`src/rtl/control_unit.sv`:
```
//------------------------------------------------------------------------------
// Module      : control_unit
// Description : Five-step microcode sequencer for a 16-bit accumulator CPU;
//               decodes ir[15:12] into bus/register control strobes.
// Revision    : 1.0 - initial release
//------------------------------------------------------------------------------
`default_nettype none

module control_unit (
    input  logic        clk,
    input  logic        rst,
    input  logic [15:0] ir,
    input  logic        flag_c,
    input  logic        flag_z,
    output logic        pc_out,
    output logic        pc_inc,
    output logic        pc_load,
    output logic        mar_write,
    output logic        ram_out,
    output logic        ram_write,
    output logic        ir_write,
    output logic        ir_operand_out,
    output logic        a_write,
    output logic        a_out,
    output logic        b_write,
    output logic        alu_out,
    output logic        alu_sub,
    output logic        flags_write,
    output logic        out_write,
    output logic        halted,
    output logic [2:0]  t_state
);

    localparam logic [2:0] C_T0 = 3'd0;
    localparam logic [2:0] C_T1 = 3'd1;
    localparam logic [2:0] C_T2 = 3'd2;
    localparam logic [2:0] C_T3 = 3'd3;
    localparam logic [2:0] C_T4 = 3'd4;

    localparam logic [3:0] C_OP_LDA = 4'h1;
    localparam logic [3:0] C_OP_ADD = 4'h2;
    localparam logic [3:0] C_OP_SUB = 4'h3;
    localparam logic [3:0] C_OP_STA = 4'h4;
    localparam logic [3:0] C_OP_LDI = 4'h5;
    localparam logic [3:0] C_OP_JMP = 4'h6;
    localparam logic [3:0] C_OP_JC  = 4'h7;
    localparam logic [3:0] C_OP_JZ  = 4'h8;
    localparam logic [3:0] C_OP_OUT = 4'hE;
    localparam logic [3:0] C_OP_HLT = 4'hF;

    logic [2:0] r_t_state_q;
    logic [2:0] w_t_state_d;
    logic       r_halted_q;
    logic       w_halted_d;
    logic [3:0] w_opcode;
    logic       w_unused_operand;

    assign w_opcode         = ir[15:12];
    assign w_unused_operand = ^ir[11:0];

    // HLT freezes the counter at T2 instead of advancing it.
    always_comb begin
        w_t_state_d = r_t_state_q;
        w_halted_d  = r_halted_q;
        if (!r_halted_q) begin
            if ((r_t_state_q == C_T2) && (w_opcode == C_OP_HLT)) begin
                w_halted_d = 1'b1;
            end else if (r_t_state_q >= C_T4) begin
                w_t_state_d = C_T0;
            end else begin
                w_t_state_d = r_t_state_q + 3'd1;
            end
        end
    end

    always_ff @(posedge clk or posedge rst) begin
        if (rst) begin
            r_t_state_q <= C_T0;
            r_halted_q  <= 1'b0;
        end else begin
            r_t_state_q <= w_t_state_d;
            r_halted_q  <= w_halted_d;
        end
    end

    assign t_state = r_t_state_q;
    assign halted  = r_halted_q;

    // rst gates the decode directly so strobes drop without waiting for a clock.
    always_comb begin
        pc_out         = 1'b0;
        pc_inc         = 1'b0;
        pc_load        = 1'b0;
        mar_write      = 1'b0;
        ram_out        = 1'b0;
        ram_write      = 1'b0;
        ir_write       = 1'b0;
        ir_operand_out = 1'b0;
        a_write        = 1'b0;
        a_out          = 1'b0;
        b_write        = 1'b0;
        alu_out        = 1'b0;
        alu_sub        = 1'b0;
        flags_write    = 1'b0;
        out_write      = 1'b0;
        if (!rst && !r_halted_q) begin
            case (r_t_state_q)
                C_T0: begin
                    pc_out    = 1'b1;
                    mar_write = 1'b1;
                end
                C_T1: begin
                    ram_out  = 1'b1;
                    ir_write = 1'b1;
                    pc_inc   = 1'b1;
                end
                C_T2: begin
                    case (w_opcode)
                        C_OP_LDA, C_OP_ADD, C_OP_SUB, C_OP_STA: begin
                            ir_operand_out = 1'b1;
                            mar_write      = 1'b1;
                        end
                        C_OP_LDI: begin
                            ir_operand_out = 1'b1;
                            a_write        = 1'b1;
                        end
                        C_OP_JMP: begin
                            ir_operand_out = 1'b1;
                            pc_load        = 1'b1;
                        end
                        C_OP_JC: begin
                            ir_operand_out = 1'b1;
                            pc_load        = flag_c;
                        end
                        C_OP_JZ: begin
                            ir_operand_out = 1'b1;
                            pc_load        = flag_z;
                        end
                        C_OP_OUT: begin
                            a_out     = 1'b1;
                            out_write = 1'b1;
                        end
                        default: ;
                    endcase
                end
                C_T3: begin
                    case (w_opcode)
                        C_OP_LDA: begin
                            ram_out = 1'b1;
                            a_write = 1'b1;
                        end
                        C_OP_ADD, C_OP_SUB: begin
                            ram_out = 1'b1;
                            b_write = 1'b1;
                        end
                        C_OP_STA: begin
                            a_out     = 1'b1;
                            ram_write = 1'b1;
                        end
                        default: ;
                    endcase
                end
                C_T4: begin
                    if ((w_opcode == C_OP_ADD) || (w_opcode == C_OP_SUB)) begin
                        alu_out     = 1'b1;
                        a_write     = 1'b1;
                        flags_write = 1'b1;
                        alu_sub     = (w_opcode == C_OP_SUB);
                    end
                end
                default: ;
            endcase
        end
    end

endmodule

`default_nettype wire

```
`config.mk`:
```
export PLATFORM = sky130hd
export DESIGN_NAME = control_unit
export DESIGN_NICKNAME = d
export VERILOG_FILES = /design/src/rtl/control_unit.sv
export SDC_FILE = /design/constraint.sdc
export NUM_CORES = 1
export LEC_CHECK = 0
export ABC_AREA = 1
export ABC_CLOCK_PERIOD_IN_PS = 1700
export CAP_MARGIN = 20
export CORE_UTILIZATION = 30
export CTS_CLUSTER_SIZE = 10
export DETAILED_ROUTE_END_ITERATION = 12
export GPL_TIMING_DRIVEN = 0
export PLACE_DENSITY = 0.7
export SETUP_SLACK_MARGIN = 0.1
export SYNTH_ARGS = -nofsm -noshare
export SYNTH_HDL_FRONTEND = slang
export SYNTH_SLANG_ARGS = --single-unit
export TNS_END_PERCENT = 20
```
`constraint.sdc`:
```
create_clock -name clk -period 1.7 [get_ports clk]
set_clock_uncertainty 0.1 [all_clocks]
set_input_delay 0.34 -clock clk [delete_from_list [all_inputs] [get_ports clk]]
set_output_delay 0.34 -clock clk [all_outputs]
set_load 0.03 [all_outputs]
```
Word-level counts from Yosys, hierarchy flattened
Cells that the tools add are included. W data, S select, Z words.

Register bits: 4. Bits in latches: 0. RAM bits: 0. Bits in read-only memories: 0. Bits of input ports: 20. Output and inout bits: 19. Word-level logic and storage cells: 71. Memories kept: 0.

Add/subtract/negate cells: 1. $mul: 0. Div/mod/pow operators: 0. Magnitude comparators: 1. Equal/unequal tests: 14. Shift operators: 0. Muxes and demuxes: 40. Bitwise logic cells: 2. Reduce and logical (&&, ||, !) cells: 11.

Operator list (number): $mux W1 (34); $eq A4 B3 Y1 const B (4); $eq A4 B4 Y1 const B (3); $eq A4 B2 Y1 const B (2); $reduce_or A8 Y1 (1); $eq A3 B2 Y1 const B (2); $pmux W1 S2 (3); $pmux W1 S3 (2); $eq A4 B1 Y1 const B (1); $reduce_or A4 Y1 (1); $add A3 B1 Y3 const B (1); $eq A3 B1 Y1 const B (1); $eq A3 B3 Y1 const B (1); $ge A3 B3 Y1 const B (1); $logic_not A3 Y1 (1); $mux W3 (1); $reduce_or A3 Y1 (1); $logic_and A1 B1 Y1 (2); $logic_not A1 Y1 (2); $not A1 Y1 (2); $reduce_and A2 Y1 (1); $reduce_or A2 Y1 (1); $logic_or A1 B1 Y1 (1).

Longest topological paths before layout
Depth after elaboration: 5. Mapped depth: 8. Depth with buffers taken out: 8.

Worst setup path after synthesis
No wires, ideal clock.

Kind: reg-to-output. Start point: register r_t_state_q[0], in the netlist t_state[0]. End point: output port flags_write. Arrival: 1.746 ns. Path slack: -0.486 ns. Cell stages (with the launch flop): 8. Path buffers: 1. Cell sequence: dfrtp_1 inv_1 ha_1 nand2_1 inv_1 nand3_1 nor2_1 buf_4.

Longest elaborated chain between the ends: 3.

Ends and longest elaborated chain: start: declaration (RTL line 51) `logic [2:0] r_t_state_q;`; start signal: assignment (RTL line 81) `r_t_state_q <= w_t_state_d;`; $eq A3 B3 Y1; $mux W1 (2 in a row); end: declaration (RTL line 28) `output logic flags_write,`.

No other way between the ends.

Worst setup path in the final report
Start point: register r_t_state_q[1], in the netlist t_state[1]. End point: output port a_write.

Longest elaborated chain between the ends: 3. Elaborated cells on any way between the ends: 5. Classes of those cells: 3 x eq/ne; 2 x mux.

Ends and longest elaborated chain: $eq A3 B3 Y1 / $eq A3 B2 Y1 (equally long branches) (RTL line 107) `case (r_t_state_q)`; $pmux W1 S3 (*) (RTL line 107); $mux W1 (*) (RTL line 106) `if (!rst && !r_halted_q) begin`; end: declaration (RTL line 23) `output logic a_write,`.

Every way passes the cells marked *; elsewhere a longest branch is shown, timed or not.

==> impl_results.md <==
* Finished Cell Area at 1182 um^2
* Number of buffer and inverter stages on the critical path at 3
* Post-route ant nets at 0
* Layout cell share with drive strength beyond 1 at 61.65%
* Reg-to-reg slack, setup at 0.14 ns
* Number of DRC markers in iteration 0 at 6
* Layout overhead on the synthesized area at 109.5%
* Worst Path Arrival at 1.51 ns
* Count of boundary I/O pins at 39
* Cell accounting for the most synthesized area: sky130_fd_sc_hd__dfrtp_1
* Highest clock rate at 512.7 MHz
* Worst vdd ir at 0.2723 mV
* Clock tree from TritonCTS: yes
* Critical-path maximum fanout at 5
* DP Wirelength at 1.098 mm
* Number of clock sinks at 4
* RSZ-0062 raised after global routing: yes
* Total die area at 2058 um^2
* Transition at the pin with the smallest max-transition slack at 0.2966 ns
* Clock Pin Slew Worst Setup and Hold Paths at 0.04 ns
* Amount of wire on met3 after detailed routing at 96 um
* Routed WL at 1.787 mm
* Leakage at 0.5245 nW
* Placer Congestion at 0.9013
* Total via count after detailed routing at 725
* Synth Area per Inst at 6.134 um^2
* Type of the worst setup path: flip-flop to primary output
* Maximum number of pins on one net before global-route repair at 10
* Worst slew margin relative to its limit at 80.30%
* Startpoint kind of the worst setup timing path: flip-flop
* Count of unresolved DRC violations after routing at 0
* Status: complete, but fails checks
* Setup Viol. Count Final at 15
* Warnings from Yosys at 0
* Category of cells accounting for the largest share of critical-path delay: flip-flops
* Effective utilization at floorplan at 32.33%
* Violations in the final reports: setup timing
* Total grt overflow at 0
* Final #Nets at 159
* Worst Setup Slack, final at -0.2503 ns
* Total global-route track usage at 18.38%
* Buffer depth of the longest clock path at 2
* Number of cells in the design after placement at 142
* Most frequent cells in the layout: sky130_fd_sc_hd__nand2_1 (16), sky130_fd_sc_hd__buf_6 (16), sky130_fd_sc_hd__buf_4 (13), sky130_fd_sc_hd__nand3_1 (10)
* Dominant cells by area after synthesis: sky130_fd_sc_hd__dfrtp_1 (18%), sky130_fd_sc_hd__nand2_1 (14%), sky130_fd_sc_hd__nand3_1 (12%)
* Area share of the leading cell type in the synthesized netlist at 17.74%
* Port Buffers at 25
* Max-Cap Viols at 0
* Top sig layer: met4
* Synth Register Bits at 4
* Path class of the lowest-slack min-delay path: primary input to asynchronous set/reset pin
* Asr flop ratio synth at 100.0%
* Ratio of routed vias to standard cells at 4.589
* Power, Total at 0.2762 mW
* Antenna cell count at 0
* Number of synthesized flops with an enable pin at 0
* Share of synthesized area occupied by flip-flops and latches at 17.74%
* Global-route wire length before repair at 2.704 mm
* Sequence of cells on the critical path: inv_2 > ha_4 > nand2_4 > inv_4 > nand3_4 > nand2_2 > nor2_2 > nor2_2 > buf_6
* Combined flip-flop and latch cell area at 103.9 um^2
* Horizontal die dimension at 45.37 um
* H-tree levels at 1
* Data required time at the worst endpoint at 1.26 ns
* Fill cells at 143
* Final critical-path required period at 1.950 ns
* Number of global-route vias before repair at 662
* Fraction of the cycle the final worst path needs at 114.7%
* Final Hold Violating Endpoints at 0
* Pwr dens at 233.6 nW/um^2
* Cell area after synthesis at 564.3 um^2
* Share of the core filled with cells at 67.74%
* Area after DPL at 912.1 um^2
* Cell row count at 15
* First-pass iteration count of the detailed router at 4
* Number of distinct library cell variants in the gate-level netlist after synthesis at 18
* Crit path largest cell delay at 0.45 ns
* Synthesized instance count at 92
* Cell repeated most along the worst path: sky130_fd_sc_hd__nor2_2
* Number of nets in the synthesized netlist at 117
* Critical Path Sink Type: primary output
* Total clock buffers created by CTS at 3
* Core region area at 1745 um^2
* Met1 wire length at 648 um
* Prevailing post-synth register cell: sky130_fd_sc_hd__dfrtp_1
* Amount of wire on met2 after detailed routing at 926 um
* Worst skew pair latency at 0.24 ns
* Hold_buf cts at 0
* Buffer cell driving the clock tree root: sky130_fd_sc_hd__clkbuf_4
* Max-slew violation total from the final report at 0
* Post-route insts no fill at 158
* Routed wire length per instance at 11.31 um
* Slowest cell on the critical path: sky130_fd_sc_hd__dfrtp_2
* Combined area of the multi-input logic cells at 559.3 um^2
* Number of antenna violations at the first check in global routing at 0
* Die height at 45.37 um
routing by layer:
layer	track usage [%]	vias up
met1	20.19	313
met2	32.17	32
li1	-	370
met4	12.73	0
met5	0	-
met3	2.778	10
worst register-to-register path: stages (launching register included):
cell	delay, ns
sky130_fd_sc_hd__dfrtp_2	0.45
sky130_fd_sc_hd__buf_6	0.14
sky130_fd_sc_hd__ha_4	0.16
sky130_fd_sc_hd__nand2_4	0.10
sky130_fd_sc_hd__nor2_4	0.04
sky130_fd_sc_hd__buf_4	0.12
sky130_fd_sc_hd__buf_6	0.11
sky130_fd_sc_hd__nand2_4	0.07
sky130_fd_sc_hd__nand2_4	0.06
sky130_fd_sc_hd__nand2_1	0.06
sky130_fd_sc_hd__nand2_1	0.04
stage by stage:
step / setup TNS, ns / worst slack, ns / hold WS [ns]
after detailed placement: -12.63 / -1.009 / 0.4389
after global placement: -12.48 / -1.010 / 0.4260
after floorplan: -1.215 / -0.1438 / 0.005945
final: -2.556 / -0.2503 / 0.05674
after CTS: -2.374 / -0.2643 / 0.05675
after global routing: -3.457 / -0.3080 / 0.05915
layout make-up:
| cell class | instances | share of cell area [%] |
|---|---|---|
| multi-input cells | 71 | 47.30 |
| clock buffers | 4 | 2.222 |
| plain buffers | 3 | 2.011 |
| repair buffers | 37 | 31.64 |
| inverters | 14 | 5.397 |
| flip-flops and latches | 4 | 8.783 |
| well taps | 25 | 2.646 |
worst paths after layout:
path | to | startpoint | cells past startpoint
max | a_write | t_state[1] | 9
min | t_state[1] | rst | 2
max reg2reg | t_state[2] | t_state[1] | 10
min reg2reg | t_state[1] | t_state[1] | 2
max in group asynchronous | t_state[2] | rst | 2
min in group clk | t_state[1] | t_state[1] | 2
synth_stat cells, types with 2 or more instances:
library cell	number
sky130_fd_sc_hd__inv_1	11
sky130_fd_sc_hd__dfrtp_1	4
sky130_fd_sc_hd__inv_2	3
sky130_fd_sc_hd__nor2_4	2
sky130_fd_sc_hd__nor2_2	3
sky130_fd_sc_hd__nand3_1	13
sky130_fd_sc_hd__a21oi_1	3
sky130_fd_sc_hd__nor2_1	16
sky130_fd_sc_hd__nand2_4	3
sky130_fd_sc_hd__nand2_1	21
sky130_fd_sc_hd__ha_1	5
sky130_fd_sc_hd__buf_4	2
state kept, by name, summed over array words and instances (netlist names):
| name | flops |
|---|---|
| halted | 1 |
| t_state | 3 |
cell families (layout without fill, tap and decap cells):
| group | Yosys count | count (layout) | synth area share [%] |
|---|---|---|---|
| simple gates | 61 | 61 | 52.77 |
| compound gates | 5 | 5 | 5.543 |
| buf+inv | 17 | 58 | 12.86 |
| flops | 4 | 4 | 17.74 |
| fa+ha+maj | 5 | 5 | 11.09 |
power by group:
part	total (mW)	switching, mW	leakage [nW]	internal (mW)
combinational	0.0489	0.0313	0.464	0.0175
sequential	0.0957	0	0.0457	0.0957
clock	0.132	0.0433	0.0150	0.0884
repair_timing:
action                                  CTS  global route
buffers inserted                         10             2
gates resized for setup                 135            10
pin swaps                                10             6
endpoints found under the setup margin   19            15
Note: power is estimated with default switching activity, not from simulation.
